[config.mk]
export PLATFORM = sky130hd
export DESIGN_NAME = sdf_flux_merger_flat
export DESIGN_NICKNAME = d
export VERILOG_FILES = /design/src/rtl/sdf_flux_merger_pkg.sv /design/src/rtl/sdf_flux_merger_if.sv /design/src/rtl/sdf_tag_fifo.sv /design/src/rtl/sdf_flux_merger.sv /design/src/flat_wrapper.sv
export SDC_FILE = /design/constraint.sdc
export NUM_CORES = 1
export LEC_CHECK = 0
export CORE_UTILIZATION = 30
export DETAILED_ROUTE_END_ITERATION = 10
export PLACE_DENSITY_LB_ADDON = 0.1
export RECOVER_POWER = 50
export SYNTH_ARGS = -nofsm -noshare
export SYNTH_HDL_FRONTEND = slang
export SYNTH_HIERARCHICAL = 1
export SYNTH_SLANG_ARGS = --single-unit
[constraint.sdc]
create_clock -name clk -period 5.9 [get_ports clk]
set_clock_uncertainty 0.2 [all_clocks]
set_input_delay 1.475 -clock clk [delete_from_list [all_inputs] [get_ports clk]]
set_output_delay 1.475 -clock clk [all_outputs]
set_load 0.01 [all_outputs]
[src/rtl/sdf_flux_merger_pkg.sv]
// Shared tag-layout constants for the merger, the SDF wrapper and the downstream splitter.
// The merged word is {tag, data} with the tag in the MSBs.
package sdf_flux_merger_pkg;

    localparam int FLUX       = 2;
    localparam int DATA_WIDTH = 8;
    localparam int TAG_WIDTH  = (FLUX > 1) ? $clog2(FLUX) : 1;
    localparam int WIDTH      = DATA_WIDTH + TAG_WIDTH;
    localparam int TAG_LSB    = DATA_WIDTH;
    localparam int TAG_MSB    = WIDTH - 1;
    localparam int DEPTH      = 4;

    typedef logic [DATA_WIDTH-1:0] data_t;
    typedef logic [TAG_WIDTH-1:0]  tag_t;
    typedef logic [WIDTH-1:0]      word_t;

    function automatic word_t make_word(input tag_t tag, input data_t data);
        make_word = {tag, data};
    endfunction

    // Round-robin successor, modulo FLUX (FLUX need not be a power of two).
    function automatic tag_t next_tag(input tag_t tag);
        if (int'(tag) == FLUX - 1) begin
            next_tag = tag_t'(1'b0);
        end else begin
            next_tag = tag + tag_t'(1'b1);
        end
    endfunction

endpackage

[src/rtl/sdf_flux_merger_if.sv]
// Bundles the per-flux input streams and the merged tagged output of sdf_flux_merger.
interface sdf_flux_merger_if;
    import sdf_flux_merger_pkg::*;

    logic [FLUX-1:0]            in_port_write;
    logic [FLUX*DATA_WIDTH-1:0] in_port_datain;
    logic [FLUX-1:0]            in_port_full;
    logic                       out_port_write;
    word_t                      out_port_dataout;
    logic [FLUX-1:0]            out_port_full;

    modport master (
        output in_port_write,
        output in_port_datain,
        output out_port_full,
        input  in_port_full,
        input  out_port_write,
        input  out_port_dataout
    );

    modport slave (
        input  in_port_write,
        input  in_port_datain,
        input  out_port_full,
        output in_port_full,
        output out_port_write,
        output out_port_dataout
    );

endinterface

[src/rtl/sdf_tag_fifo.sv]
// Small synchronous FIFO, one per flux. Full/empty come from the registered count only,
// so a same-edge pop never unblocks a push on a full FIFO.
module sdf_tag_fifo #(
    parameter int DW    = 8,
    parameter int DEPTH = 4
) (
    input  logic          clk,
    input  logic          rst,
    input  logic          push,
    input  logic [DW-1:0] din,
    input  logic          pop,
    output logic [DW-1:0] head,
    output logic          full,
    output logic          empty
);

    localparam int PW = $clog2(DEPTH);

    logic [DW-1:0] mem_r [DEPTH];
    logic [PW-1:0] wr_ptr_r;
    logic [PW-1:0] rd_ptr_r;
    logic [PW:0]   count_r;
    logic          push_ok_s;
    logic          pop_ok_s;

    // Status and qualified push/pop strobes.
    always_comb begin
        full      = (count_r == (PW+1)'(DEPTH));
        empty     = (count_r == (PW+1)'(0));
        push_ok_s = push & ~full;
        pop_ok_s  = pop & ~empty;
        head      = mem_r[rd_ptr_r];
    end

    // Pointer and occupancy state; pointers wrap naturally at DEPTH.
    always_ff @(posedge clk or posedge rst) begin
        if (rst) begin
            wr_ptr_r <= PW'(1'b0);
            rd_ptr_r <= PW'(1'b0);
            count_r  <= (PW+1)'(1'b0);
        end else begin
            if (push_ok_s) begin
                wr_ptr_r <= wr_ptr_r + PW'(1'b1);
            end
            if (pop_ok_s) begin
                rd_ptr_r <= rd_ptr_r + PW'(1'b1);
            end
            case ({push_ok_s, pop_ok_s})
                2'b10:   count_r <= count_r + (PW+1)'(1'b1);
                2'b01:   count_r <= count_r - (PW+1)'(1'b1);
                default: count_r <= count_r;
            endcase
        end
    end

    // Payload storage; contents are only observable through a non-empty head.
    always_ff @(posedge clk) begin
        if (push_ok_s) begin
            mem_r[wr_ptr_r] <= din;
        end
    end

endmodule

[src/rtl/sdf_flux_merger.sv]
// Buffers FLUX untagged streams, tags each word with its flux index and round-robin merges
// them onto one tagged port, honouring the downstream per-flux full.
module sdf_flux_merger
    import sdf_flux_merger_pkg::*;
(
    input  logic              clk,
    input  logic              rst,
    sdf_flux_merger_if.slave  bus
);

    data_t           head_s [FLUX];
    logic [FLUX-1:0] empty_s;
    logic [FLUX-1:0] full_s;
    logic [FLUX-1:0] pop_s;
    logic [FLUX-1:0] eligible_s;
    tag_t            rr_r;
    tag_t            grant_s;
    logic            any_s;

    for (genvar i = 0; i < FLUX; i++) begin : g_flux
        sdf_tag_fifo #(
            .DW    (DATA_WIDTH),
            .DEPTH (DEPTH)
        ) u_fifo (
            .clk   (clk),
            .rst   (rst),
            .push  (bus.in_port_write[i]),
            .din   (bus.in_port_datain[i*DATA_WIDTH +: DATA_WIDTH]),
            .pop   (pop_s[i]),
            .head  (head_s[i]),
            .full  (full_s[i]),
            .empty (empty_s[i])
        );
    end

    // Downstream full for one flux masks only that flux, so there is no head-of-line blocking.
    always_comb begin
        eligible_s       = ~empty_s & ~bus.out_port_full;
        bus.in_port_full = full_s;
    end

    // Round-robin grant: first eligible flux scanning upward from the pointer.
    always_comb begin
        int   idx;
        tag_t cand;
        idx     = 0;
        cand    = tag_t'(1'b0);
        grant_s = tag_t'(1'b0);
        any_s   = 1'b0;
        for (int k = 0; k < FLUX; k++) begin
            idx  = (int'(rr_r) + k) % FLUX;
            cand = tag_t'(idx);
            if (!any_s && eligible_s[cand]) begin
                any_s   = 1'b1;
                grant_s = cand;
            end else begin
                any_s   = any_s;
            end
        end
    end

    // Output mux and pop strobe for the granted flux.
    always_comb begin
        pop_s                = {FLUX{1'b0}};
        bus.out_port_write   = any_s;
        bus.out_port_dataout = {WIDTH{1'b0}};
        if (any_s) begin
            pop_s[grant_s]       = 1'b1;
            bus.out_port_dataout = make_word(grant_s, head_s[grant_s]);
        end else begin
            bus.out_port_dataout = {WIDTH{1'b0}};
        end
    end

    // Round-robin pointer advances past the flux just served; holds when idle.
    always_ff @(posedge clk or posedge rst) begin
        if (rst) begin
            rr_r <= tag_t'(1'b0);
        end else if (any_s) begin
            rr_r <= next_tag(grant_s);
        end else begin
            rr_r <= rr_r;
        end
    end

endmodule

[src/flat_wrapper.sv]
// flat-port wrapper written by rule: the top's interface ports become plain ports
module sdf_flux_merger_flat import sdf_flux_merger_pkg::*;
  (clk, rst, bus_in_port_write, bus_in_port_datain, bus_out_port_full, bus_in_port_full, bus_out_port_write, bus_out_port_dataout);
  sdf_flux_merger_if bus_i ();
  input  logic clk;
  input  logic rst;
  input wire logic [$bits(bus_i.in_port_write)-1:0] bus_in_port_write;
  input wire logic [$bits(bus_i.in_port_datain)-1:0] bus_in_port_datain;
  input wire logic [$bits(bus_i.out_port_full)-1:0] bus_out_port_full;
  output wire logic [$bits(bus_i.in_port_full)-1:0] bus_in_port_full;
  output wire logic [$bits(bus_i.out_port_write)-1:0] bus_out_port_write;
  output wire logic [$bits(bus_i.out_port_dataout)-1:0] bus_out_port_dataout;
  assign bus_i.in_port_write = bus_in_port_write;
  assign bus_i.in_port_datain = bus_in_port_datain;
  assign bus_i.out_port_full = bus_out_port_full;
  assign bus_in_port_full = bus_i.in_port_full;
  assign bus_out_port_write = bus_i.out_port_write;
  assign bus_out_port_dataout = bus_i.out_port_dataout;
  sdf_flux_merger u_core (.clk(clk), .rst(rst), .bus(bus_i));
endmodule
After elaboration in Yosys (flattened, before gate mapping)
Memories as Yosys holds them, arrays and structs flattened.
Index checks and enable logic that the tools add are counted.
Widths: inputs -> output; s select.
{"block": "word_totals", "ff_bits": 15, "mem_bits_rw": 64, "inputBits": 22, "output_inout_bits": 12, "elab_cells": 71, "memories": 2}
{"memory": "u_core.g_flux[0].u_fifo.mem_r", "words": 4, "word_bits": 8, "read_ports": 1, "rd_clocked_by_memory_dff": 0, "write_ports": 1, "line_no": "sdf_tag_fifo.sv:19", "text": "logic [DW-1:0] mem_r [DEPTH];"}
{"memory": "u_core.g_flux[1].u_fifo.mem_r", "words": 4, "word_bits": 8, "read_ports": 1, "rd_clocked_by_memory_dff": 0, "write_ports": 1, "line_no": "sdf_tag_fifo.sv:19"}
{"block": "classes", "add_sub_neg": 10, "magnitude_cmp": 5, "n_eq_ne": 6, "n_mux": 22, "bitwise": 12, "n_reduce_logical": 7}
{"operator": "$mux 8", "count": 3}
{"operator": "$mux 1", "count": 14}
{"operator": "$pmux 3 s2", "count": 2}
{"operator": "$mux 9", "count": 1}
{"operator": "$add 2x1->2 const B", "count": 4}
{"operator": "$add 3x1->3 const B", "count": 2}
{"operator": "$eq 3x3->1 const B", "count": 2}
{"operator": "$logic_not 3->1", "count": 2}
{"operator": "$lt 1x2->1 const B", "count": 3}
{"operator": "$sub 3x1->3 const B", "count": 2}
{"operator": "$and 1x1->1", "count": 4}
{"operator": "$eq 2x1->1 const B", "count": 2}
{"operator": "$eq 2x2->1 const B", "count": 2}
{"operator": "$not 1->1", "count": 4}
{"operator": "$not 2->2", "count": 2}
{"operator": "$reduce_bool 2->1", "count": 2}
{"operator": "$add 1x1->1 const B", "count": 2}
{"operator": "$and 2x2->2", "count": 1}
{"operator": "$ge 2x2->1 const B", "count": 1}
{"operator": "$logic_and 1x1->1", "count": 2}
{"operator": "$mux 2", "count": 1}
{"operator": "$not 1->2", "count": 1}
{"operator": "$demux 1 s1", "count": 1}
{"operator": "$ge 1x1->1 const B", "count": 1}
{"operator": "$logic_not 1->1", "count": 1}

Depth between registers and ports, before layout
Gate-level depths: netlist of the first run.
{"block": "depth", "word_depth": 17, "mapped_depth": 11, "ltp_nobuf": 10}

Cells and area by module
Netlist of the first run, hierarchy kept.
{"module": "sdf_tag_fifo", "n_inst": 2, "cells_each": 80, "area_each_um2": 1596.5, "seq_area_each_um2": 1136.1}
{"module": "sdf_flux_merger", "n_inst": 1, "cells_each": 38, "area_each_um2": 332.8, "seq_area_each_um2": 25.0}

Worst setup path after synthesis of the first run
OpenSTA, ideal clock, no wires.
{"block": "synth_path", "path_kind": "in2out", "from": "input bus_out_port_full[1]", "to": "output bus_out_port_dataout[0]", "arrival_ns": 2.195, "required_ns": 4.225, "setup_slack_ns": 2.030, "cell_stages": 3, "path_buffers": 1, "path_cell_list": "buf_4 or3b_1 o22ai_1"}
{"block": "synth_between", "elab_chain_cells": 13, "elab_cells_between_ends": 17, "cone_classes": "mux: 12; bitwise: 3; reduce/logical: 2"}
{"element": "start: declaration", "line_no": "flat_wrapper.sv:9", "text": "input wire logic [$bits(bus_i.out_port_full)-1:0] bus_out_port_full;"}
{"element": "$not 2->2 *", "line_no": "sdf_flux_merger.sv:38", "text": "eligible_s = ~empty_s & ~bus.out_port_full;"}
{"element": "$and 2x2->2 *", "line_no": "sdf_flux_merger.sv:38"}
{"element": "$mux 1 (implied by the code) (2 in series)", "line_no": "sdf_flux_merger.sv:53", "text": "if (!any_s && eligible_s[cand]) begin"}
{"element": "$mux 1", "line_no": "sdf_flux_merger.sv:53"}
{"element": "$logic_not 1->1", "line_no": "sdf_flux_merger.sv:53"}
{"element": "$logic_and 1x1->1", "line_no": "sdf_flux_merger.sv:53"}
{"element": "$mux 1", "line_no": "sdf_flux_merger.sv:53"}
{"element": "$not 1->2 (implied by the code)", "line_no": "sdf_flux_merger.sv:69", "text": "bus.out_port_dataout = make_word(grant_s, head_s[grant_s]);"}
{"element": "$mux 8 (implied by the code) (3 in series)", "line_no": "sdf_flux_merger.sv:69"}
{"element": "$mux 9 *", "line_no": "sdf_flux_merger.sv:67", "text": "if (any_s) begin"}
{"element": "end: declaration", "line_no": "flat_wrapper.sv:12", "text": "output wire logic [$bits(bus_i.out_port_dataout)-1:0] bus_out_port_dataout;"}
Mark *: on every way between the ends. The rest lies on a longest branch, timed or not. The select of a mux whose other input is x is not followed.

Final worst setup path of the first run
{"block": "layout_path", "from": "input bus_out_port_full[0]", "to": "output bus_out_port_dataout[6]"}
Same word-level chain as after synthesis.

==> results of run 1 <==
## cell usage after synthesis, types with 2 or more instances
cell	n	share of area, %
mux2i_1	2	0.57
nor3b_4	3	1.6
mux4_2	16	10
fa_1	2	1.1
or3b_2	3	0.75
mux2_4	2	0.85
o22ai_1	8	1.4
nor2_1	3	0.32
xor2_1	6	1.5
buf_4	2	0.43
nand2_1	2	0.21
clkbuf_1	2	0.21
inv_1	15	1.6
nor2b_4	2	0.78
ha_1	10	3.5
edfxtp_1	64	55
buf_6	2	0.64
buf_2	3	0.43
nor3_1	4	0.57
and2_2	8	1.7
o31a_2	2	0.57
dfrtp_1	15	11
or3b_1	13	3.2
xnor2_1	6	1.5
## power by group through the flow
stage                     combinational, mW  sequential [mW]  clock [mW]
after CTS                             0.746            0.901       0.603
after global routing                  0.789            0.923       0.628
final                                 0.708            0.896       0.584
after floorplan                       0.564            0.823           0
after detailed placement              0.743            0.911           0
after global placement                0.741            0.911           0
## cell families after synthesis
| logic type | synth area share [%] |
|---|---|
| muxes | 11.6 |
| xor gates and xnor gates | 2.98 |
| and+or+nand+nor | 9.62 |
| AOI/OAI and AO/OA | 2.63 |
| DFF | 65.2 |
| buffers and inverters | 3.30 |
| adders and majority gates | 4.68 |
## critical path: cells and delay by family
| kind | cells | cell delay [ns] |
|---|---|---|
| compound gates | 1 | 0.24 |
| buf+inv | 2 | 1.22 |
| simple gates | 1 | 0.45 |
## sequential cells by signal, indices dropped and copies added, names as in the netlist
register,flops
u_core/g_flux.u_fifo/mem_r,64
u_core/rr_r,1
u_core/g_flux.u_fifo/wr_ptr_r,4
u_core/g_flux.u_fifo/count_r,6
u_core/g_flux.u_fifo/rd_ptr_r,4
## cell type report
class / count / share of cell area [%]
clock buffer: 9 / 5.25
clock inverter: 7 / 2.25
inverter: 15 / 1.31
multi-input combinational: 95 / 25.4
sequential: 79 / 53.6
tap: 143 / 4.17
timing repair buffer: 35 / 8.05
## placed cells by master, fill, tap and decap left out, drive strengths merged
cell type | synthesis | layout
dlygate4sd3 | 0 | 18
clkdlybuf4s50 | 0 | 15
bufinv | 0 | 2
clkinv | 0 | 2
nor2 | 3 | 3
buf | 7 | 2
ha | 10 | 10
mux2 | 2 | 2
edfxtp | 64 | 64
and2 | 8 | 8
mux4 | 16 | 16
dfrtp | 15 | 15
nand2 | 2 | 2
nor3 | 5 | 5
o31a | 2 | 2
o22ai | 9 | 9
xor2 | 6 | 6
o21ba | 1 | 1
or3b | 16 | 16
fa | 2 | 2
xnor2 | 6 | 6
clkinvlp | 0 | 2
nor2b | 2 | 2
mux2i | 2 | 2
clkbuf | 2 | 9
inv | 15 | 16
nor3b | 3 | 3
## per-stage QoR
step	util (%)	area, sq um
global route	37.6	4290
global placement	34.9	3990
CTS	37.8	4310
floorplan	-	3530
finish	37.6	4290
detailed placement	34.9	3990
## worst paths after layout
check | cells past startpoint | end | start | slack (ns)
worst min register to register | 1 | u_core/g_flux[0].u_fifo/count_r[2] | u_core/g_flux[0].u_fifo/count_r[2] | 0.32
min in group asynchronous | 2 | u_core/rr_r | rst | 1.29
max in group asynchronous | 2 | u_core/g_flux[1].u_fifo/wr_ptr_r[1] | rst | 3.90
worst max register to register | 11 | u_core/g_flux[1].u_fifo/count_r[2] | u_core/g_flux[0].u_fifo/count_r[0] | 3.07
worst max-delay path | 4 | bus_out_port_dataout[6] | bus_out_port_full[0] | 0.83
worst min-delay path | 1 | u_core/g_flux[0].u_fifo/count_r[2] | u_core/g_flux[0].u_fifo/count_r[2] | 0.32
## layer usage
metal | global-route usage (%) | vias up | wire (um)
li1 | - | 821 | -
met1 | 16.1 | 901 | 3110
met2 | 18.0 | 29 | 3150
met3 | 3.51 | 11 | 216
met4 | 5.33 | 0 | 125
met5 | 0 | - | 0
==> metrics.txt, run 1 <==
reported net switching power 667 uW; Multi-input gate area 1090 sq um; Post-DRT Antenna Nets 0; setup TNS 0 ns; share of cells above drive strength 1 22.1%; GP Congestion 0.692; run status finished, final reports clean; DRC violation count after routing 0; Mapped Cells 198; CTS Buf Count 9; GRT Residual Overflow 0; I/O pin cnt 34; syn nets 232; CTS Sinks 79; async set-reset flop share out of synthesis 19.0%; Required @ worst endpoint 4.22 ns; number of global-route vias before repair 1944; Final HPWL DP 4670 um; final worst-path cycle share 85.9%; Clock Path Buffers 2; initial antenna violation count 0; Cell Count, Final, Fillers Out 383; IO Port Bufs 33; Post-synth EDFFs 64; Initial DRC Count 73; yosys warns 6; crit path max-delay cell type clkdlybuf4s50_1; DR pass1 iterations 4; Initial Util 30.9%; combinational cell fraction of total power 32.4%; critical path arrival 3.39 ns; max frequency 0.197 GHz; static leakage 1.52 nW; P_int 1.52 mW; Reg power frac 40.9%; Clk pwr share 26.7%; CP dominant cell by count clkdlybuf4s50_1; VDD IR max 183 uV; clock slew at reported path FFs 0.06 ns; CTS tree yes; Fillers 1079; Post-CTS Setup Repair Bufs 0; min Tclk post-route 5.07 ns; die height 110 um; distinct cell type count after synthesis 27; GRT Total Usage 12.0%; unrepaired setup endpoints after global routing no; Worst Hold Class reg -> reg; Setup CP Type in -> out; critical path endpoint category output port; placed insts 367; Slew @ Worst Pin 0.643 ns; critical-path cell list clkdlybuf4s50_1 > or3b_1 > o22ai_1 > clkdlybuf4s50_1; CTS root buf clkbuf_16; critical path's largest stage delay 0.63 ns; largest net degree at the start of global routing 15; Final Setup Violations 0; WHS 0.324 ns; Maximum Capacitance Violations 0; # diodes 0; hold_buf cts 0; Core Area 11400 sq um; setup slack after layout 0.832 ns; CP Launch Type primary input; synthesized cell area 3530 sq um; vias per std cell 4.60; post-synthesis sequential area ratio 65.2%; Top FF cell, synth edfxtp_1; global-route wire length before repair 10800 um; CTS H-tree depth 3; DR WL/cell 17.3 um; die area 12200 sq um; Slew Limit Headroom 57.1%; area occupied by registers 2300 sq um; PnR Total Power 2.19 mW; Final Hold Violating Endpoints 0; Final #Nets 269; later-pin clock latency in the skew report 0.33 ns; total number of vias 1762; Routed WL 6610 um; pre-CTS setup slack 0.805 ns; flops & latches, synth 79; Die W 110 um; CTS resizes 0; switching part of the total power 30.5%; row count 39; Max Slew Vio Count 0; P per Cell Area 510 nW/um^2; Layout area overhead 21.6%; mean post-synth cell area 17.8 sq um; crit path max fanout 12
Note: power is estimated with default switching activity, not from simulation.
==> run 2: changes to the inputs <==
Settings changed: CTS_CLUSTER_DIAMETER from default to 80.
==> results of run 2 <==
Final layout, timing and power as in run 1 (identical DEF).
